<file path="config.mk">
export PLATFORM = sky130hd
export DESIGN_NAME = trig_lut_arbiter
export DESIGN_NICKNAME = d
export VERILOG_FILES = /design/src/rtl/sine_lut_360.sv /design/src/rtl/trig_lut_arbiter.sv
export SDC_FILE = /design/constraint.sdc
export NUM_CORES = 1
export LEC_CHECK = 0
export CAP_MARGIN = 20
export CORE_MARGIN = 2
export CORE_UTILIZATION = 50
export DETAILED_ROUTE_END_ITERATION = 16
export GPL_TIMING_DRIVEN = 0
export PLACE_DENSITY = 0.82
export SYNTH_ARGS = -nofsm -noshare
export SYNTH_HDL_FRONTEND = slang
export SYNTH_HIERARCHICAL = 1
export SYNTH_SLANG_ARGS = --single-unit
</file>
<file path="constraint.sdc">
create_clock -name clk -period 5.5 [get_ports clk]
set_input_delay 0.55 -clock clk [delete_from_list [all_inputs] [get_ports clk]]
set_output_delay 0.55 -clock clk [all_outputs]
set_load 0.005 [all_outputs]
</file>
<file path="src/rtl/sine_lut_360.sv">
// sine_lut_360: full-circle sine from a quarter-wave table, combinational.
// Output is signed Q(ROM_WIDTH).(ROM_WIDTH); the exact +/-1.0 peaks are produced without a ROM entry.
module sine_lut_360 #(
  parameter int    ROM_DEPTH = 64,
  parameter int    ROM_WIDTH = 8,
  parameter string ROM_FILE  = "sine_table_64x8.mem",
  localparam int   ADDRW     = $clog2(4*ROM_DEPTH)
) (
  input  logic [ADDRW-1:0]              angle,
  output logic signed [2*ROM_WIDTH-1:0] sine
);
  localparam int  IW = $clog2(ROM_DEPTH);
  localparam int  OW = 2*ROM_WIDTH;
  localparam real PI = 3.14159265358979323846;
  localparam logic [OW-1:0] ONE = OW'(2**ROM_WIDTH);

  function automatic logic [ROM_WIDTH-1:0] quarter_sine(input int i);
    real r;
    int  v;
    r = $sin(PI * $itor(i) / $itor(2*ROM_DEPTH)) * $itor(2**ROM_WIDTH);
    v = $rtoi(r + 0.5);
    if (v > 2**ROM_WIDTH - 1) v = 2**ROM_WIDTH - 1;
    return ROM_WIDTH'(v);
  endfunction

  logic [ROM_WIDTH-1:0] rom [ROM_DEPTH];
  logic [1:0]           quad;
  logic [IW-1:0]        idx;
  logic [IW-1:0]        mirror;
  logic [OW-1:0]        mag;

  // Table contents are derived from the sine itself so they cannot drift from
  // the ROM_FILE image; an empty file name models an unprogrammed ROM.
  for (genvar gi = 0; gi < ROM_DEPTH; gi++) begin : g_rom
    if (ROM_FILE == "") begin : g_blank
      assign rom[gi] = '0;
    end else begin : g_sine
      assign rom[gi] = quarter_sine(gi);
    end
  end

  assign quad   = angle[ADDRW-1 -: 2];
  assign idx    = angle[IW-1:0];
  assign mirror = IW'(0) - idx;

  always_comb begin
    mag = '0;
    if (quad[0]) begin
      mag = (idx == '0) ? ONE : {{ROM_WIDTH{1'b0}}, rom[mirror]};
    end else begin
      mag = {{ROM_WIDTH{1'b0}}, rom[idx]};
    end
    sine = quad[1] ? -mag : mag;
  end

endmodule

</file>
<file path="src/rtl/trig_lut_arbiter.sv">
// trig_lut_arbiter: round-robin sharing of one sine_lut_360 between NUM_REQ requesters.
// Cosine is folded into sine by a quarter-turn offset; results return two cycles after transfer.
module trig_lut_arbiter #(
  parameter int    NUM_REQ   = 4,
  parameter int    ROM_DEPTH = 64,
  parameter int    ROM_WIDTH = 8,
  parameter string ROM_FILE  = "sine_table_64x8.mem",
  localparam int   ADDRW     = $clog2(4*ROM_DEPTH)
) (
  input  logic                     clk,
  input  logic                     rst_n,
  input  logic [NUM_REQ-1:0]       req_valid,
  input  logic [NUM_REQ*ADDRW-1:0] req_angle,
  input  logic [NUM_REQ-1:0]       req_cos,
  output logic [NUM_REQ-1:0]       req_ready,
  output logic [NUM_REQ-1:0]       rsp_valid,
  output logic [2*ROM_WIDTH-1:0]   rsp_data
);
  localparam int IDXW = $clog2(NUM_REQ);

  logic [IDXW-1:0]               ptr;
  logic [IDXW-1:0]               ptr_nxt;
  logic [IDXW-1:0]               gnt_idx;
  logic                          gnt_found;
  logic [IDXW:0]                 cand;
  logic [ADDRW-1:0]              gnt_angle;
  logic [ADDRW-1:0]              gnt_addr;
  logic                          s1_v;
  logic [IDXW-1:0]               s1_id;
  logic [ADDRW-1:0]              s1_addr;
  logic signed [2*ROM_WIDTH-1:0] lut_sine;

  // Scan ptr, ptr+1, ... modulo NUM_REQ; first valid requester wins.
  always_comb begin
    gnt_found = 1'b0;
    gnt_idx   = '0;
    cand      = '0;
    for (int k = 0; k < NUM_REQ; k++) begin
      cand = {1'b0, ptr} + (IDXW+1)'(k);
      if (cand >= (IDXW+1)'(NUM_REQ)) cand = cand - (IDXW+1)'(NUM_REQ);
      if (!gnt_found && req_valid[cand[IDXW-1:0]]) begin
        gnt_found = 1'b1;
        gnt_idx   = cand[IDXW-1:0];
      end
    end
  end

  assign req_ready = gnt_found ? (NUM_REQ'(1) << gnt_idx) : '0;
  assign ptr_nxt   = (gnt_idx == IDXW'(NUM_REQ-1)) ? '0 : gnt_idx + 1'b1;
  assign gnt_angle = req_angle[gnt_idx*ADDRW +: ADDRW];
  assign gnt_addr  = gnt_angle + (req_cos[gnt_idx] ? ADDRW'(ROM_DEPTH) : '0);

  always_ff @(posedge clk or negedge rst_n) begin
    if (!rst_n) begin
      ptr     <= '0;
      s1_v    <= 1'b0;
      s1_id   <= '0;
      s1_addr <= '0;
    end else begin
      s1_v <= gnt_found;
      if (gnt_found) begin
        ptr     <= ptr_nxt;
        s1_id   <= gnt_idx;
        s1_addr <= gnt_addr;
      end
    end
  end

  sine_lut_360 #(
    .ROM_DEPTH (ROM_DEPTH),
    .ROM_WIDTH (ROM_WIDTH),
    .ROM_FILE  (ROM_FILE)
  ) u_lut (
    .angle (s1_addr),
    .sine  (lut_sine)
  );

  always_ff @(posedge clk or negedge rst_n) begin
    if (!rst_n) begin
      rsp_valid <= '0;
      rsp_data  <= '0;
    end else begin
      rsp_valid <= s1_v ? (NUM_REQ'(1) << s1_id) : '0;
      if (s1_v) rsp_data <= lut_sine;
    end
  end

endmodule

</file>
# Yosys cells after proc, flatten, opt, wreduce, memory -nomap -nowiden
# Memories as Yosys holds them, arrays and structs flattened.
# Cells that the tools add are included.
[word_totals]
register_bits = 33
mem_bits_ro = 1024
output_inout_bits = 24
memories = 2
[memory_table]
columns = ["memory", "words", "width", "rd", "rd_ports_with_merged_regs", "wr", "line", "source"]
rows = [
  ["(name not given)", 64, 8, 1, 0, 0, "sine_lut_360.sv:51", "mag = {{ROM_WIDTH{1'b0}}, rom[idx]};"],
  ["(name not given)", 64, 8, 1, 0, 0, "sine_lut_360.sv:49", "mag = (idx == '0) ? ONE : {{ROM_WIDTH{1'b0}}, rom[mirror]};"],
]
[op_classes]
addsub = 11
n_lt_le_gt_ge = 11
eq_ne = 1
n_shift = 3
n_mux = 33
n_bitwise = 2
reduce_logical = 7
[ops]
columns = ["cell", "count"]
rows = [
  ["$mux W16", 2],
  ["$mux W8", 4],
  ["$shiftx A32 B6 Y8", 1],
  ["$mux W2", 9],
  ["$neg A16 Y16", 1],
  ["$lt A2 B3 Y1 const B", 5],
  ["$ge A7 B7 Y1 const B", 2],
  ["$not A6 Y7", 2],
  ["$bmux W1 S2", 5],
  ["$ge A3 B3 Y1 const B", 3],
  ["$mux W1", 9],
  ["$mux W9", 1],
  ["$add A8 B7 Y8", 1],
  ["$mux W4", 2],
  ["$shl A1 B2 Y4 const A", 2],
  ["$sub A2 B1 Y2 const B", 4],
  ["$mux W7", 1],
  ["$add A2 B2 Y3 const B", 2],
  ["$logic_not A6 Y1", 1],
  ["$sub A1 B6 Y6 const A", 1],
  ["$add A2 B1 Y3 const B", 1],
  ["$ge A2 B3 Y1 const B", 1],
  ["$logic_and A1 B1 Y1", 3],
  ["$logic_not A1 Y1", 3],
  ["2 further kinds", 2],
]

# Longest topological paths before layout
[depth]
depth_word = 18
mapped_depth = 15
ltp_nobuf = 14

# Cells and area by module
# The synthesis kept the hierarchy.
[modules_own_cells]
columns = ["module", "instances", "cells_each", "area_per_inst_um2"]
rows = [
  ["sine_lut_360", 1, 292, 2010.7],
  ["trig_lut_arbiter", 1, 138, 1610.3],
]

# Worst setup path after synthesis
# No wires, ideal clock.
[synth_path]
kind = "reg2reg"
from = "register s1_addr[1]"
to = "register rsp_data[8]"
setup_ps = 125
arrival_time_ps = 3782
slack_ps = 1593
stages_incl_launch_ff = 16
period_less_slack_ps = 3907
cell_sequence = "dfrtp_1 clkbuf_1 inv_1 ha_1 ha_1 buf_2 clkinv_1 o21ai_0 mux2i_1 o221a_1 o41ai_2 inv_1 ha_1 and4_1 or3_1 mux2_2"
[synth_between]
elab_chain_len = 9
word_cells_on_any_way = 14
[synth_lines]
columns = ["element", "line", "source"]
rows = [
  ["start: declaration", "trig_lut_arbiter.sv:30", "logic [ADDRW-1:0] s1_addr;"],
  ["start signal: assignment", "trig_lut_arbiter.sv:64", "s1_addr <= gnt_addr;"],
  ["$sub A1 B6 Y6", "sine_lut_360.sv:44", "assign mirror = IW'(0) - idx;"],
  ["$not A6 Y7 (not written as such)", "sine_lut_360.sv:49", ""],
  ["$mem_v2 Z64 W8", "--", ""],
  ["$mux W8 (not written as such) (2 in series)", "sine_lut_360.sv:49", ""],
  ["$mux W9", "sine_lut_360.sv:49", ""],
  ["$mux W16 *", "sine_lut_360.sv:48", "if (quad[0]) begin"],
  ["$neg A16 Y16", "sine_lut_360.sv:53", "sine = quad[1] ? -mag : mag;"],
  ["$mux W16 *", "sine_lut_360.sv:53", ""],
  ["named net lut_sine[8]", "trig_lut_arbiter.sv:31", "logic signed [2*ROM_WIDTH-1:0] lut_sine;"],
  ["end signal: assignment", "trig_lut_arbiter.sv:84", "if (s1_v) rsp_data <= lut_sine;"],
  ["end: declaration", "trig_lut_arbiter.sv:17", "output logic [2*ROM_WIDTH-1:0] rsp_data"],
]
# Mark *: on every way through the listed nets, which the timed path passes. The rest lies on a longest branch. The select of a mux whose other input is x is not followed.
# A chain may end at the register's enable or synchronous reset.

# Worst setup path after layout
# Ends and elaborated chain as after synthesis.

==> out/results.tsv <==
stage	metric	value	unit
clock_tree	Sink Count	33	
clock_tree	clk slew on worst S/H paths	70	ps
floorplan	core area	7140	µm²
run_status	status	complete, no violations	
critical_path	Crit path max-delay family	buffers and inverters	
critical_path	reg2reg start	s1_addr[1]	
drt	Residual DRC	0	
sta	min cycle time layout	4860	ps
synth	Syn Nets	493	
clock_tree	total CTS buffers	5	
sta	Hold Vio Cnt, Final	0	
cells_and_area	commonest non-fill, non-tap cells in the layout	clkdlybuf4s50_1, nand2_1, dfrtp_1	
placement	RePlAce Congestion	1.01	
synth	top cells by area, synth	dfrtp_1, ha_1, mux2_2	
synth	Cell Area, Synth	3620	µm²
critical_path	max incr delay on CP	520	ps
critical_path	element type at the critical path end	flip-flop	
critical_path	WP data required	5680	ps
clock_tree	setup repair bufs after CTS	0	
critical_path	crit path DAT	5040	ps
sta	Tightest Pin Transition	732	ps
synth	ys flop type	dfrtp_1	
min_path	Hold/Removal Path Class	flip-flop to flip-flop	
floorplan	num rows	31	
placement	number of buffers added on ports	65	
critical_path	Max FO, Critical Path	10	
clock_tree	clk_lat worst skew	290	ps
placement	dpl hpwl	7800	µm
sta	Setup Viol. Count Final	0	
cells_and_area	Syn-to-layout area delta	24.2	%
clock_tree	# hold bufs at CTS	0	
drt	WL per Instance	17.2	µm
drt	Via Count	3825	
clock_tree	clock buffer depth	2	
critical_path	Slowest-stage cell, CP	o41ai_2	
drt	WL final	10400	µm
floorplan	die extent in x	89.1	µm
synth	number of synthesized flops with an enable pin	0	
synth	register area share after synthesis	0.228	
synth	area leader, netlist	dfrtp_1	
global_route	first-pass GRT wire length	16800	µm
clock_tree	CTS-repair resized insts	0	
floorplan	die span in y	89.1	µm
synth	ys async rst share	1.00	
cells_and_area	number of diodes	0	
clock_tree	H-Tree Depth	2	
synth	Netlist cell types	68	
cells_and_area	# nets final	566	
critical_path	worst path cell trace	clkbuf_1, inv_1, ha_1, ha_1, buf_2, clkinv_1, o21ai_0, mux2i_1, o221a_1, o41ai_2, inv_1, ha_1, and4_1, or3_1, mux2_2	
synth	synthesized area per cell	8.42	µm²
min_path	origin of the worst min-delay path	s1_addr[6]	
synth	FF+latch count, synth	33	
sta	Rel. slew slack	0.508	
global_route	vias in the first global route	3557	
sta	setup TNS	0	ps
sta	setup repair after global routing missed its margin	no	
critical_path	crit path kind	flip-flop to flip-flop	
floorplan	Initial Util	0.507	
critical_path	CP startpoint	s1_addr[1]	
floorplan	io pins	66	
global_route	initial antenna violation count	0	
sta	Slew Limit Fails	0	
sta	skew final	7.05	ps
sta	Final Cycle Share	0.884	
clock_tree	Root Buffer Master	clkbuf_8	
synth	Synthesis Warnings	6	
drt	drt initial violations	490	
global_route	largest net degree at the start of global routing	22	
flow_run	Max Cap Viol	0	
critical_path	cell seen most often among critical-path stages	ha_1	
global_route	GRT Overall Usage	0.265	
cells_and_area	layout cells sized above 1	0.127	
critical_path	CP Buf/Inv Count	5	
synth	Synth top area share	0.228	
global_route	GRT overflow	0	
clock_tree	CTS tree	yes	
drt	Detail Route Antenna Nets	0	
critical_path	Setup crit start kind	flip-flop	
sta	Peak Freq	0.206	GHz
cells_and_area	commonest non-fill, non-tap cell in the layout	clkdlybuf4s50_1	
drt	vias per cell	6.34	
drt	drt pass-1 iters	6	
floorplan	die area	7940	µm²
synth	Mapped Cells	430	
worst paths after layout:
kind                               endpoint  slack (ps)  cells past startpoint
worst max-delay path            rsp_data[8]         640                     15
worst min-delay path             s1_addr[6]         480                      2
worst max register to register  rsp_data[8]         640                     15
worst min register to register   s1_addr[6]         480                      2
max in group asynchronous        s1_addr[7]        4280                      2
min in group asynchronous       rsp_data[5]         660                      1
worst min-delay path, cell delays in order (launching register included):
cell	delay, ps
dfrtp_1	360
nand2_1	50
nand2_1	50
final cells by class:
cell class,count,area [µm²]
plain buffers,39,186
clock buffers,5,68.8
clock inverters,3,17.5
fillers,606,2640
inverters,20,77.6
multi-input cells,338,2530
flip-flops and latches,33,826
well taps,99,124
repair buffers,66,666
registers in the layout, indices dropped and copies added, names as in the netlist:
| register | count |
|---|---|
| s1_v | 1 |
| ptr | 2 |
| rsp_data | 16 |
| rsp_valid | 4 |
| s1_addr | 8 |
| s1_id | 2 |
cells by family after synthesis:
group           after synthesis  share of synthesized area
flops                        33                      0.228
compound gates              139                      0.270
buf+inv                      59                     0.0729
mux                          43                      0.143
simple gates                121                      0.175
fa+ha+maj                    21                     0.0726
xor+xnor                     14                     0.0390
synth_stat cells (all sizes together) (5+ instances only):
library cell and number:
o41a 7, o211ai 9, a21o 5, nand2 38, xnor2 10, nor2b 7
nand2b 7, inv 19, mux4 5, nor3 6, mux2 19, mux2i 19
ha 21, o21ai 32, clkbuf 23, a41oi 5, buf 16, dfrtp 33
a21oi 25, nor2 24, a211oi 10, nand3 8, or2 5, a31oi 13
metrics by stage:
step | std cells | hold WS (ps) | setup slack (ps) | area [µm²] | utilization
final | 603 | 482 | 637 | 4500 | 0.630
after global routing | 603 | 510 | 331 | 4500 | 0.630
after CTS | 603 | 481 | 762 | 4500 | 0.630
after detailed placement | 595 | 462 | 752 | 4410 | 0.618
after global placement | 594 | 454 | 808 | 4400 | 0.616
after floorplan | 430 | 254 | 1590 | 3620 | -
routing by layer:
| layer | GRT usage | share of wire |
|---|---|---|
| met1 | 0.344 | 0.40 |
| met4 | 0.136 | 0.041 |
| met3 | 0.0563 | 0.10 |
| met5 | 0 | 0 |
| met2 | 0.416 | 0.46 |
Power is left out: the tool's default activity adds up to more than one toggle a clock period on the data nets, which glitch-free logic cannot reach.
